[config.mk]
export PLATFORM = sky130hd
export DESIGN_NAME = dmem_arbiter
export DESIGN_NICKNAME = d
export VERILOG_FILES = /design/src/rtl/dmem_arbiter_pkg.sv /design/src/rtl/dmem_arbiter_rr_grant2.sv /design/src/rtl/dmem_arbiter.sv
export SDC_FILE = /design/constraint.sdc
export NUM_CORES = 1
export LEC_CHECK = 0
export BUFFER_PORTS_ARGS = -buffer_cell sky130_fd_sc_hd__buf_2
export CAP_MARGIN = 20
export CORE_AREA = 8 8 86 88
export DETAILED_ROUTE_END_ITERATION = 7
export DIE_AREA = 0 0 94 96
export PLACE_DENSITY = 0.68
export SLEW_MARGIN = 5
export SYNTH_ARGS = -nofsm -noshare
export SYNTH_HDL_FRONTEND = slang
export SYNTH_HIERARCHICAL = 1
export SYNTH_SLANG_ARGS = --single-unit
[constraint.sdc]
create_clock -name clk -period 7.61 [get_ports clk]
set_clock_uncertainty 0.15 [all_clocks]
set_input_delay 2.283 -clock clk [delete_from_list [all_inputs] [get_ports clk]]
set_output_delay 2.283 -clock clk [all_outputs]
set_load 0.03 [all_outputs]
[src/rtl/dmem_arbiter_pkg.sv]
`default_nettype none
// +----------------------------------------------------------------------+
// | dmem_arbiter_pkg: shared types/constants for the data-memory arbiter  |
// | Revision 1.0                                                          |
// +----------------------------------------------------------------------+
package dmem_arbiter_pkg;

  localparam int DEF_ADDR_W = 12;
  localparam int DEF_DATA_W = 16;

  localparam int REQ_CPU = 0;
  localparam int REQ_DMA = 1;

  typedef enum logic [1:0] {
    IDLE = 2'd0,
    OWN0 = 2'd1,
    OWN1 = 2'd2
  } arb_state_t;

endpackage
`default_nettype wire

[src/rtl/dmem_arbiter_rr_grant2.sv]
`default_nettype none
// +----------------------------------------------------------------------+
// | rr_grant2: combinational two-way round-robin picker, one-hot grant    |
// | Revision 1.0                                                          |
// +----------------------------------------------------------------------+
module rr_grant2
  import dmem_arbiter_pkg::*;
(
  input  logic       req0,
  input  logic       req1,
  input  logic       last,
  output logic [1:0] gnt
);

  always_comb begin
    gnt = 2'b00;
    if (req0 && req1) begin
      // On a tie the requester that was not served last wins.
      gnt[REQ_CPU] = last;
      gnt[REQ_DMA] = ~last;
    end else begin
      gnt[REQ_CPU] = req0;
      gnt[REQ_DMA] = req1;
    end
  end

endmodule
`default_nettype wire

[src/rtl/dmem_arbiter.sv]
`default_nettype none
// +----------------------------------------------------------------------+
// | dmem_arbiter: round-robin + bounded-lock arbiter for the 4Kx16 dmem   |
// | Revision 1.0                                                          |
// +----------------------------------------------------------------------+
module dmem_arbiter
  import dmem_arbiter_pkg::*;
#(
  parameter int ADDR_W    = DEF_ADDR_W,
  parameter int DATA_W    = DEF_DATA_W,
  parameter int MAX_BURST = 4
) (
  input  logic              clk,
  input  logic              rst,
  input  logic              req0,
  input  logic              req1,
  input  logic              we0,
  input  logic              we1,
  input  logic              lock0,
  input  logic              lock1,
  input  logic [ADDR_W-1:0] addr0,
  input  logic [ADDR_W-1:0] addr1,
  input  logic [DATA_W-1:0] wdata0,
  input  logic [DATA_W-1:0] wdata1,
  output logic              gnt0,
  output logic              gnt1,
  output logic              rvalid0,
  output logic              rvalid1,
  output logic [DATA_W-1:0] rdata0,
  output logic [DATA_W-1:0] rdata1,
  output logic              mem_rd,
  output logic              mem_wr,
  output logic [ADDR_W-1:0] mem_addr,
  output logic [DATA_W-1:0] mem_wd,
  input  logic [DATA_W-1:0] mem_rdata
);

  localparam logic [3:0] MAX_BEATS = MAX_BURST[3:0];

  arb_state_t state, state_nx;
  logic       last, last_nx;
  logic [3:0] beat_cnt, beat_nx;
  logic [1:0] rr_gnt;
  logic [1:0] gnt;

  function automatic logic [3:0] sat_inc(input logic [3:0] cnt);
    return (cnt >= MAX_BEATS) ? MAX_BEATS : cnt + 4'd1;
  endfunction

  rr_grant2 u_rr (
    .req0 (req0),
    .req1 (req1),
    .last (last),
    .gnt  (rr_gnt)
  );

  // An owner keeps the memory until its burst budget is spent and the
  // other side is waiting; a released lock falls back to round-robin.
  always_comb begin
    gnt = rr_gnt;
    case (state)
      OWN0: begin
        if (req0) begin
          if (beat_cnt < MAX_BEATS) gnt = 2'b01;
          else if (req1)            gnt = 2'b10;
          else                      gnt = 2'b01;
        end
      end
      OWN1: begin
        if (req1) begin
          if (beat_cnt < MAX_BEATS) gnt = 2'b10;
          else if (req0)            gnt = 2'b01;
          else                      gnt = 2'b10;
        end
      end
      default: ;
    endcase
    if (rst) gnt = 2'b00;
  end

  assign gnt0 = gnt[REQ_CPU];
  assign gnt1 = gnt[REQ_DMA];

  always_comb begin
    state_nx = IDLE;
    last_nx  = last;
    beat_nx  = 4'd0;
    if (gnt[REQ_CPU]) begin
      last_nx = 1'b0;
      if (lock0) begin
        state_nx = OWN0;
        beat_nx  = (state == OWN0) ? sat_inc(beat_cnt) : 4'd1;
      end
    end else if (gnt[REQ_DMA]) begin
      last_nx = 1'b1;
      if (lock1) begin
        state_nx = OWN1;
        beat_nx  = (state == OWN1) ? sat_inc(beat_cnt) : 4'd1;
      end
    end
  end

  always_ff @(posedge clk) begin
    if (rst) begin
      state    <= IDLE;
      last     <= 1'b1;
      beat_cnt <= 4'd0;
    end else begin
      state    <= state_nx;
      last     <= last_nx;
      beat_cnt <= beat_nx;
    end
  end

  always_comb begin
    mem_rd   = 1'b0;
    mem_wr   = 1'b0;
    mem_addr = '0;
    mem_wd   = '0;
    if (gnt[REQ_CPU]) begin
      mem_rd   = ~we0;
      mem_wr   = we0;
      mem_addr = addr0;
      mem_wd   = wdata0;
    end else if (gnt[REQ_DMA]) begin
      mem_rd   = ~we1;
      mem_wr   = we1;
      mem_addr = addr1;
      mem_wd   = wdata1;
    end
  end

  always_ff @(posedge clk) begin
    if (rst) begin
      rvalid0 <= 1'b0;
      rvalid1 <= 1'b0;
      rdata0  <= '0;
      rdata1  <= '0;
    end else begin
      rvalid0 <= gnt[REQ_CPU] & ~we0;
      rvalid1 <= gnt[REQ_DMA] & ~we1;
      if (gnt[REQ_CPU] && !we0) rdata0 <= mem_rdata;
      if (gnt[REQ_DMA] && !we1) rdata1 <= mem_rdata;
    end
  end

endmodule
`default_nettype wire

; ---- Yosys cells after proc, flatten, opt, wreduce, memory -nomap -nowiden
; Cells that the tools add are included.
[classes]
muxes = 30
n_bitwise = 5
n_eq_ne = 2
n_reduce_logical = 6
order_cmp = 2
n_addsub = 1
[ops]
columns = op, count
row1 = $mux 16, 2
row2 = $mux 4, 7
row3 = $mux 12, 2
row4 = $mux 2, 11
row5 = $mux 1, 7
row6 = $add 4x1->4 const B, 1
row7 = $ge 4x3->1 const B, 1
row8 = $lt 4x3->1 const B, 1
row9 = $pmux 2 s2, 1
row10 = $logic_and 1x1->1, 3
row11 = $not 1->1, 3
row12 = $and 1x1->1, 2
row13 = $eq 2x1->1 const B, 1
row14 = $eq 2x2->1 const B, 1
row15 = $logic_not 1->1, 2
row16 = $reduce_bool 2->1, 1
[totals]
elab_cells = 53
regBits = 41
out_inout_bits = 66

; ---- Depth between registers and ports, before layout
; Gate-level depths: netlist of the first run.
[depth]
word_depth = 7
mapped_depth = 9
depth_no_buf = 8

; ---- Modules after synthesis
; The synthesis of the first run kept the hierarchy.
[modules_own_cells]
columns = module, n_inst, cells_per_inst, area_per_inst_um2
row1 = dmem_arbiter, 1, 195, 1978.1
row2 = rr_grant2, 1, 3, 18.8

; ---- Worst setup path before layout of the first run
; No wires, ideal clock.
[synth_path]
path_kind = in2out
startpoint = input req1
endpoint = output mem_addr[10]
setup_slack_ns = 1.546
t_required_ns = 5.177
stages = 7
n_path_buf = 2
arrival_ns = 3.631
path_cell_list = a21boi_0 o21ai_1 a31o_1 nor2_1 buf_4 buf_6 a22o_1
[synth_between]
elab_chain_cells = 7
word_cells_on_any_way = 10
classes_between = 9 x mux / 1 x reduce/logical
[synth_lines]
columns = element, line_no
row1 = from (decl), dmem_arbiter.sv:16  ; input logic req1,
row2 = $mux 2 or $logic_and 1x1->1 (tied branches), "dmem_arbiter.sv:65, dmem_arbiter_rr_grant2.sv:17"
row3 = "$mux 2, on equally long branches", "dmem_arbiter.sv:64, dmem_arbiter_rr_grant2.sv:17"
row4 = "$mux 2, on equally long branches", "dmem_arbiter.sv:63, dmem_arbiter.sv:70"
row5 = $pmux 2 s2 (*), dmem_arbiter.sv:61  ; case (state)
row6 = $mux 2 (*), dmem_arbiter.sv:78  ; if (rst) gnt = 2'b00;
row7 = $mux 12, dmem_arbiter.sv:125  ; end else if (gnt[REQ_DMA]) begin
row8 = $mux 12 (*), dmem_arbiter.sv:120  ; if (gnt[REQ_CPU]) begin
row9 = to (decl), dmem_arbiter.sv:33  ; output logic [ADDR_W-1:0] mem_addr,
; Every way passes the cells marked *; elsewhere a longest branch is shown, timed or not.

; ---- Final worst setup path of the first run
[layout_path]
startpoint = input req0
endpoint = output mem_addr[3]
[layout_between]
word_cells_on_any_way = 10
classes_between = 9 x mux / 1 x reduce/logical
[layout_rtl]
columns = element, line_no
row1 = from (decl), dmem_arbiter.sv:15  ; input logic req0,
row2 = $logic_and 1x1->1, dmem_arbiter_rr_grant2.sv:17  ; if (req0 && req1) begin
row3 = $mux 2 (*), dmem_arbiter_rr_grant2.sv:17
row4 = via rr_gnt[0], dmem_arbiter.sv:43  ; logic [1:0] rr_gnt;
row5 = "$mux 2, on equally long branches", "dmem_arbiter.sv:70, dmem_arbiter.sv:63"
row6 = $pmux 2 s2 (*), dmem_arbiter.sv:61
row7 = $mux 2 (*), dmem_arbiter.sv:78
row8 = $mux 12 (*), dmem_arbiter.sv:120
; The timed path passes the listed nets; every way through them passes the cells marked *.

==> flow_summary_export.csv, run 1 <==
group,metric,value,unit
status,outcome,"finished clean",
cells_and_area,nets,423,
yosys,yosys_warnings,6,
hold_path,hold_path.class,"flip-flop to flip-flop",
power_and_ir_drop,vdd_ir_drop_max,0.0951,mV
hold_path,min_from,"rdata1[10]",
power_and_ir_drop,p_leak,1.47,nW
cells_and_area,syn2layout_area_growth,44.2,%
floorplan,die-area,9020,um2
timing,tns,0,ns
timing,holdWs,0.343,ns
timing,worstMarginPinSlew,0.779,ns
setup_path,crit_type,"primary input to output port",
timing,final-max-slew-violation-count,0,
floorplan,placementRows,29,
grt,grt_max_degree,39,
clocking,clock-root-buffer,"clkbuf_8",
yosys,synth.area.top_cells,"dfxtp_1 (41%), mux2i_1 (16%), a22o_1 (13%)",
routing,drc_errors,0,
routing,drt_pass1_iterations,4,
yosys,ys_seq_elements,41,
routing,drt_iter0_markers,43,
placement,dpl-instance-area,2760,um2
yosys,synth_cells,198,
floorplan,core,6100,um2
placement,gp_routability_congestion,0.926,
cells_and_area,diodes,0,
floorplan,die_y,96,um
placement,port_buffers,145,
routing,wl_per_cell,16.0,um
floorplan,die_w,94,um
clocking,cts_htree_levels,2,
yosys,yosysUniqueCellTypes,37,
setup_path,critPathRequiredTime,5.18,ns
grt,grt_overflow,0,
setup_path,cp_max_fo,36,
timing,hold_viol_final,0,
yosys,ys_seq_area_share,41.1,%
yosys,ys_async_sr_fraction,0,%
clocking,clock-sinks,41,
clocking,cts_made_buffers,5,
clocking,cts.clk_slew.worst_paths,0.08,ns
floorplan,start_util,32.8,%
timing,final-setup-viol-count,0,
setup_path,endpoint_kind,"output port",
flow_run,maxCapViolCount,0,
clocking,cts_setup_buffers,0,
yosys,synth-edff-count,0,
setup_path,timing.critical_path.from,"req0",
routing,final_antenna_net_count,0,
yosys,avgSynthCellArea,10.1,um2
power_and_ir_drop,power_density,191,nW/um2
clocking,cts_tree,"yes",
clocking,cts_hold_buf,0,
grt,antenna_found_initial,0,
cells_and_area,final_layout_size_suffix_gt1_share,49.0,%
grt,grt_pass1_wl,10.1,mm
clocking,cts_resized,0,
grt,globalRouteTotalUtil,13.9,%
clocking,clock_path_buffers,2,
cells_and_area,finalInstanceArea,2880,um2
yosys,netlist.area_leader.share,41.1,%
routing,vias,2025,
placement,place_hpwl,5.39,mm
yosys,synthesis.area,2000,um2
floorplan,io_pins,146,
clocking,clkLatencyLatePin,0.28,ns
timing,fmax,0.152,GHz
timing,rsz0062_at_grt,"false",
routing,wirelength,6.68,mm
timing,slew_headroom,48.0,%
timing,period_minus_slack,6.59,ns
yosys,syn_nets,281,
timing,finalCritPeriodShare,86.7,%
setup_path,start_kind,"primary input",
setup_path,r2r_start,"state[0]",
routing,avgViaCountPerCell,4.84,
yosys,yosysTopAreaCell,"dfxtp_1",
yosys,synth_ff_type,"dfxtp_1",
setup_path,cp.arrival,4.16,ns
grt,grt_pass1_vias,2071,
## path summary, 6_finish.rpt
path,slack (ns),end,depth (start not counted)
min,0.34,rdata1[10],2
max reg2reg,5.13,rdata1[8],7
min reg2reg,0.34,rdata1[10],2
max,1.02,mem_addr[3],9
## registers in the layout (all words and copies together), names as in the netlist
| signal | count |
|---|---|
| beat_cnt | 4 |
| last | 1 |
| rdata0 | 16 |
| rdata1 | 16 |
| rvalid0 | 1 |
| rvalid1 | 1 |
| state | 2 |
## synthesized netlist by cell type, drive strengths merged (2+ instances only)
library cell	number
a21boi	2
nor2	37
a22o	29
o31ai	2
mux2i	32
dfxtp	41
and2b	2
clkbuf	5
o21ai	2
nand2	4
buf	8
ha	3
inv	5
nand3	5
o211ai	3
a31oi	2
nor2b	2
## cell usage in the layout, fill, tap and decap left out, types with 2 or more instances in the layout
| cell type | synthesis | routed |
|---|---|---|
| o21ai_1 | 2 | 2 |
| and2b_1 | 2 | 2 |
| nor2b_1 | 2 | 2 |
| dfxtp_1 | 41 | 41 |
| clkbuf_8 | 0 | 6 |
| o31ai_1 | 2 | 2 |
| mux2i_1 | 32 | 32 |
| a31oi_4 | 2 | 2 |
| buf_4 | 1 | 3 |
| inv_1 | 5 | 5 |
| a22o_1 | 29 | 29 |
| ha_1 | 3 | 3 |
| o211ai_2 | 3 | 3 |
| nand2_1 | 2 | 2 |
| nand3_1 | 5 | 5 |
| buf_2 | 3 | 145 |
| nor2_1 | 37 | 36 |
## stage by stage
step,util (%),setup slack (ns),cells,total power (W)
floorplan,-,1.55,198,0.000324
global placement,45.3,1.09,410,0.000373
detailed placement,45.3,1.02,410,0.000375
CTS,47.2,1.02,418,0.000561
global route,47.2,0.821,418,0.000579
finish,47.2,1.02,418,0.000549
## where the power goes
| part | switching (W) | internal [W] |
|---|---|---|
| registers | 0.00000489 | 0.000223 |
| logic | 0.0000879 | 0.0000522 |
| clock network | 0.0000739 | 0.000107 |
## cells by family (layout without fill, tap and decap cells)
group	count (synthesis)	in the layout	share of synthesized area [%]
multiplexers	32	32	16.0
AO/OA/AOI/OAI	48	48	22.6
AND/OR/NAND/NOR	55	55	12.5
flip-flops	41	41	41.1
adder cells (fa/ha/maj)	3	3	1.88
buffers and inverters	18	161	5.70
other	1	1	0.188
## area by class of cell
| cell class | instances | area (um2) |
|---|---|---|
| inverter | 5 | 18.8 |
| timing repair buffer | 148 | 748 |
| multi-input combinational | 139 | 1080 |
| tap | 77 | 96.3 |
| sequential | 41 | 821 |
| clock buffer | 6 | 82.6 |
| fill | 614 | 3220 |
| clock inverter | 2 | 37.5 |
## routing by layer
metal	up-vias	track usage (%)	wire length (um)
met2	108	25.6	3230
met5	-	0	0
met1	914	14.1	2580
met4	0	3.30	41
li1	999	-	-
met3	4	6.01	830
## worst max-delay path, stage by stage
cell and delay (ns):
buf_2 0.14, a21boi_1 0.24, o21ai_1 0.23, a31oi_4 0.21, buf_4 0.36, nor2_2 0.07
buf_4 0.23, a22o_1 0.21, buf_2 0.18
Power figures use the tool's default switching activity.
==> run 2, diff against run 1 <==
--- a/config.mk
+++ b/config.mk
@@ -11,6 +11,7 @@
 export DETAILED_ROUTE_END_ITERATION = 7
 export DIE_AREA = 0 0 94 96
 export PLACE_DENSITY = 0.68
+export RECOVER_POWER = 25
 export SLEW_MARGIN = 5
 export SYNTH_ARGS = -nofsm -noshare
 export SYNTH_HDL_FRONTEND = slang
==> run 2 against run 1 <==
  * Worst setup slack worse by 0.18 ns
  * Total power fell by 0.17%
  * Core utilization fell by 0.51 points
  * Sequential power about the same
  * Non-clock buffer count unchanged
  * Critical path type unchanged
  * Largest cell class unchanged
==> flow_summary_export.csv, run 2 (synthesized netlist as in run 1, its figures left out) <==
group,metric,value,unit
cells_and_area,diodes,0,
timing,finalCritPeriodShare,89.1,%
routing,vias,2029,
power_and_ir_drop,p_switching,0.000167,W
hold_path,holdPathStages,2,
clocking,clkLatencyLatePin,0.28,ns
power_and_ir_drop,comb_power_share,25.3,%
setup_path,reg2reg_depth,7,
timing,slew_headroom,47.0,%
routing,final_antenna_net_count,0,
floorplan,placementRows,29,
cells_and_area,final_layout_size_suffix_gt1_share,41.6,%
setup_path,r2r-end,"beat_cnt[2]",
cells_and_area,register_area,821,um2
hold_path,min_to,"rdata0[2]",
clocking,clock_path_buffers,2,
flow_run,maxCapViolCount,0,
setup_path,start_kind,"primary input",
clocking,cts_resized,0,
grt,antenna_found_initial,0,
clocking,cts_hold_buf,0,
grt,grt_overflow,0,
timing,final-setup-viol-count,0,
power_and_ir_drop,vdd_ir_drop_max,0.0951,mV
hold_path,hold_path.class,"flip-flop to flip-flop",
cells_and_area,finalInstanceArea,2850,um2
timing,fmax,0.148,GHz
grt,grt_pass1_vias,2071,
routing,avgViaCountPerCell,4.85,
floorplan,start_util,32.8,%
power_and_ir_drop,switching_share,30.5,%
setup_path,critPathRequiredTime,5.18,ns
timing,tns,0,ns
grt,globalRouteTotalUtil,13.9,%
clocking,clock-sinks,41,
grt,grt_pass1_wl,10.1,mm
clocking,cts_setup_buffers,0,
cells_and_area,syn2layout_area_growth,42.7,%
power_and_ir_drop,p_leak,1.36,nW
floorplan,die-area,9020,um2
timing,rsz0062_at_grt,"false",
timing,worstMarginPinSlew,0.786,ns
setup_path,critPathMaxStageDelay,0.36,ns
placement,dpl-instance-area,2760,um2
power_and_ir_drop,clkPwrFrac,33.0,%
routing,drt_pass1_iterations,4,
cells_and_area,multi_input_comb_area,1080,um2
setup_path,r2r_start,"state[0]",
setup_path,endpoint_kind,"output port",
placement,place_hpwl,5.39,mm
routing,wl_per_cell,16.0,um
floorplan,core,6100,um2
setup_path,reg2reg_slack,5.12,ns
cells_and_area,mostFrequentLayoutCells,"buf_2 (120), dfxtp_1 (41), nor2_1 (36), mux2i_1 (32), a22o_1 (29)",
setup_path,worstPathCellList,"buf_2 -> a21boi_1 -> o21ai_0 -> a31oi_4 -> buf_4 -> nor2_2 -> buf_4 -> a22o_1 -> buf_2",
setup_path,crit_type,"primary input to output port",
routing,drt_iter0_markers,37,
clocking,cts_htree_levels,2,
clocking,cts.clk_slew.worst_paths,0.08,ns
cells_and_area,reg_top3,"rdata0: 16 flops, rdata1: 16 flops, beat_cnt: 4 flops",
cells_and_area,nets,423,
setup_path,cp.arrival,4.35,ns
setup_path,cp_slowest_cell,"buf_4",
timing,final-max-slew-violation-count,0,
hold_path,min_from,"rdata0[2]",
clocking,cts_tree,"yes",
cells_and_area,layout_commonest_cell,"buf_2",
power_and_ir_drop,p_int,0.000381,W
cells_and_area,fillers,615,
clocking,clock-root-buffer,"clkbuf_8",
floorplan,io_pins,146,
timing,period_minus_slack,6.78,ns
grt,grt_max_degree,39,
placement,port_buffers,145,
power_and_ir_drop,power_density,192,nW/um2
floorplan,die_y,96,um
clocking,cts_made_buffers,5,
routing,wirelength,6.68,mm
routing,drc_errors,0,
placement,gp_routability_congestion,0.926,
timing,hold_viol_final,0,
floorplan,die_w,94,um
setup_path,cp_max_fo,36,
power_and_ir_drop,pwr-share-seq,41.7,%
status,outcome,"finished clean",
-- run 2: cell count changes in the layout (fill, tap and decap cells not counted), sizes merged --
cell | previous run | this run
clkbuf | 6 | 31
buf | 148 | 123
-- run 2: cell type report --
type / count / share of cell area (%)
inverters: 5 / 0.659
clock inverters: 2 / 1.32
repair buffers: 148 / 25.2
well taps: 77 / 3.38
flip-flops and latches: 41 / 28.8
multi-input cells: 139 / 37.8
clock buffers: 6 / 2.90
-- run 2: worst max-delay path by stage --
stage / start / to
floorplan: req1 / mem_addr[10]
global placement: req0 / mem_addr[3]
global route: req1 / mem_addr[3]
detailed placement: req0 / mem_addr[3]
finish: req0 / mem_addr[3]
CTS: req0 / mem_addr[3]
-- run 2: stage by stage --
stage	power [W]	std cells	util (%)	hold WS [ns]	setup WS [ns]
finish	0.000548	418	46.7	0.348	0.832
global route	0.000578	418	46.7	0.380	0.642
CTS	0.000561	418	47.2	0.352	1.02
detailed placement	0.000375	410	45.3	0.329	1.02
global placement	0.000373	410	45.3	0.318	1.09
floorplan	0.000324	198	-	0.335	1.55
-- run 2: worst max-delay path, delay by kind of cell --
kind | cells | cell delay, ns
compound gates | 4 | 1.08
buf+inv | 4 | 0.91
simple gates | 1 | 0.07
-- run 2: power groups by stage --
| stage | combinational [W] | sequential, W | clock, W |
|---|---|---|---|
| 2_1_floorplan | 0.0000770 | 0.000247 | 0 |
| 3_3_place_gp | 0.000141 | 0.000233 | 0 |
| 3_5_place_dp | 0.000142 | 0.000233 | 0 |
| 4_1_cts | 0.000142 | 0.000228 | 0.000190 |
| 5_1_grt | 0.000149 | 0.000230 | 0.000198 |
| 6_report | 0.000139 | 0.000229 | 0.000181 |
-- run 2: routing by layer --
metal	up-vias	GRT usage, %	part of all wire, %
met5	-	0	0
met4	0	3.30	0.61
met3	4	6.01	13
met2	114	25.6	48
met1	913	14.1	38
li1	998	-	-
==> run 3, diff against run 2 <==
--- a/config.mk
+++ b/config.mk
@@ -10,7 +10,7 @@
 export CORE_AREA = 8 8 86 88
 export DETAILED_ROUTE_END_ITERATION = 7
 export DIE_AREA = 0 0 94 96
-export PLACE_DENSITY = 0.68
+export PLACE_DENSITY = 0.65
 export RECOVER_POWER = 25
 export SLEW_MARGIN = 5
 export SYNTH_ARGS = -nofsm -noshare
==> run 3 against run 2 <==
  * Total power shrank 5.1%
  * Combinational power is essentially flat
  * Worst hold slack gained 0.0015 ns
  * Critical path depth shrank 1
  * Core utilization shrank 0.29 points
  * Clock power shrank 15%
  * Clock-buffer cell count grew 1
  * Via count shrank 0.25%
  * Die area is the same
  * First-iteration DRC count grew 16%
==> flow_summary_export.csv, run 3 (synthesized netlist as in run 1, its figures left out) <==
group,metric,value,unit
clocking,cts.clk_slew.worst_paths,0.07,ns
placement,place_hpwl,5.31,mm
power_and_ir_drop,comb_power_share,26.5,%
cells_and_area,fin_util,46.4,%
floorplan,die_w,94,um
power_and_ir_drop,switching_share,31.6,%
setup_path,reg2reg_depth,7,
setup_path,crit_type,"primary input to output port",
power_and_ir_drop,p_int,0.000356,W
grt,antenna_found_initial,1,
placement,dpl-instance-area,2760,um2
grt,grt_max_degree,39,
timing,hold_viol_final,0,
setup_path,endpoint_kind,"output port",
setup_path,cp.arrival,3.98,ns
clocking,clock-root-buffer,"clkbuf_8",
clocking,cts_made_buffers,5,
cells_and_area,final_layout_size_suffix_gt1_share,41.3,%
cells_and_area,nets,423,
setup_path,start_kind,"primary input",
timing,fmax,0.156,GHz
placement,place_inst,410,
routing,final_antenna_net_count,0,
power_and_ir_drop,clkPwrFrac,29.6,%
hold_path,hold_path.class,"flip-flop to flip-flop",
timing,rsz0062_at_grt,"false",
cells_and_area,syn2layout_area_growth,41.8,%
timing,final-setup-viol-count,0,
timing,tns,0,ns
clocking,cts_resized,0,
grt,grt_pass1_vias,2065,
power_and_ir_drop,p_leak,1.35,nW
flow_run,maxCapViolCount,0,
routing,drt_pass1_iterations,4,
routing,avgViaCountPerCell,4.83,
routing,wl_per_cell,15.4,um
grt,grt_overflow,0,
floorplan,placementRows,29,
placement,gp_routability_congestion,0.861,
routing,wirelength,6.46,mm
timing,finalCritPeriodShare,84.2,%
setup_path,reg2reg_slack,5.17,ns
grt,globalRouteTotalUtil,13.6,%
setup_path,endpoint,"mem_wd[3]",
cells_and_area,finalInstanceArea,2830,um2
floorplan,die_y,96,um
routing,drt_iter0_markers,43,
floorplan,die-area,9020,um2
power_and_ir_drop,p_switching,0.000164,W
routing,drc_errors,0,
timing,final-max-slew-violation-count,0,
timing,period_minus_slack,6.41,ns
setup_path,critPathRequiredTime,5.18,ns
placement,port_buffers,145,
clocking,clock_path_buffers,2,
status,outcome,"finished clean",
cells_and_area,mostFrequentLayoutCells,"buf_2 (119), dfxtp_1 (41), nor2_1 (36), mux2i_1 (32), a22o_1 (29)",
clocking,clkLatencyLatePin,0.28,ns
floorplan,core,6100,um2
power_and_ir_drop,pwr-share-seq,43.9,%
timing,worstMarginPinSlew,0.756,ns
clocking,cts_htree_levels,2,
timing,slew_headroom,49.6,%
setup_path,timing.critical_path.from,"req1",
power_and_ir_drop,power_density,184,nW/um2
setup_path,r2r_start,"state[0]",
clocking,clock-sinks,41,
clocking,cts_setup_buffers,0,
clocking,cts_hold_buf,0,
power_and_ir_drop,vdd_ir_drop_max,0.142,mV
floorplan,start_util,32.8,%
cells_and_area,reg_top3,"rdata0: 16 flops, rdata1: 16 flops, beat_cnt: 4 flops",
cells_and_area,layout_commonest_cell,"buf_2",
setup_path,r2r-end,"rdata1[8]",
floorplan,io_pins,146,
grt,grt_pass1_wl,9.98,mm
cells_and_area,fin_cells,419,
routing,vias,2024,
clocking,cts_tree,"yes",
setup_path,cp_max_fo,29,
[run 3: cell types whose count changed in the layout (fill, tap and decap cells not counted)]
cell / delta
buf_2: -1
bufinv_16: -1
clkbuf_1: +1
clkbuf_8: +1
clkinv_2: +1
clkinvlp_4: -1
diode_2: +1
o21ai_0: -1
o21ai_1: +1
[run 3: area by class of cell]
cell class                 instances  area (um2)
antenna                            1        2.50
clock buffer                       7        96.3
clock inverter                     1        5.00
fill                             614        3260
inverter                           5        18.8
multi-input combinational        139        1080
sequential                        41         821
tap                               77        96.3
timing repair buffer             148         716
[run 3: worst min-delay path by stage]
stage / startpoint / to / cells after the start
2_1_floorplan: last / last / 2
3_3_place_gp: rdata1[1] / rdata1[1] / 2
3_5_place_dp: rdata0[9] / rdata0[9] / 2
4_1_cts: rdata0[9] / rdata0[9] / 2
5_1_grt: rdata1[1] / rdata1[1] / 2
6_report: rdata1[11] / rdata1[11] / 2
[run 3: metal layers]
| metal | vias to the layer above | global-route usage, % | wire [um] |
|---|---|---|---|
| met4 | 0 | 3.96 | 66 |
| li1 | 996 | - | - |
| met3 | 4 | 6.24 | 864 |
| met5 | - | 0 | 0 |
| met2 | 115 | 22.6 | 2930 |
| met1 | 909 | 15.4 | 2590 |
[run 3: through the flow]
step / setup slack (ns) / hold slack [ns] / total power [W]
floorplan: 1.55 / 0.335 / 0.000324
global placement: 1.26 / 0.317 / 0.000373
detailed placement: 1.21 / 0.327 / 0.000374
CTS: 1.21 / 0.348 / 0.000531
global route: 1.04 / 0.380 / 0.000550
finish: 1.20 / 0.349 / 0.000520
[run 3: worst max-delay path, stage by stage]
cell,delay (ns)
buf_2,0.14
a21boi_0,0.29
o21ai_1,0.22
a31o_1,0.27
nor2_2,0.09
buf_4,0.29
a22o_1,0.19
buf_2,0.20
[run 3: power groups by stage]
stage	sequential (W)	clock (W)	combinational, W
2_1_floorplan	0.000247	0	0.0000770
3_3_place_gp	0.000233	0	0.000140
3_5_place_dp	0.000233	0	0.000141
4_1_cts	0.000228	0.000162	0.000141
5_1_grt	0.000230	0.000171	0.000149
6_report	0.000228	0.000154	0.000138
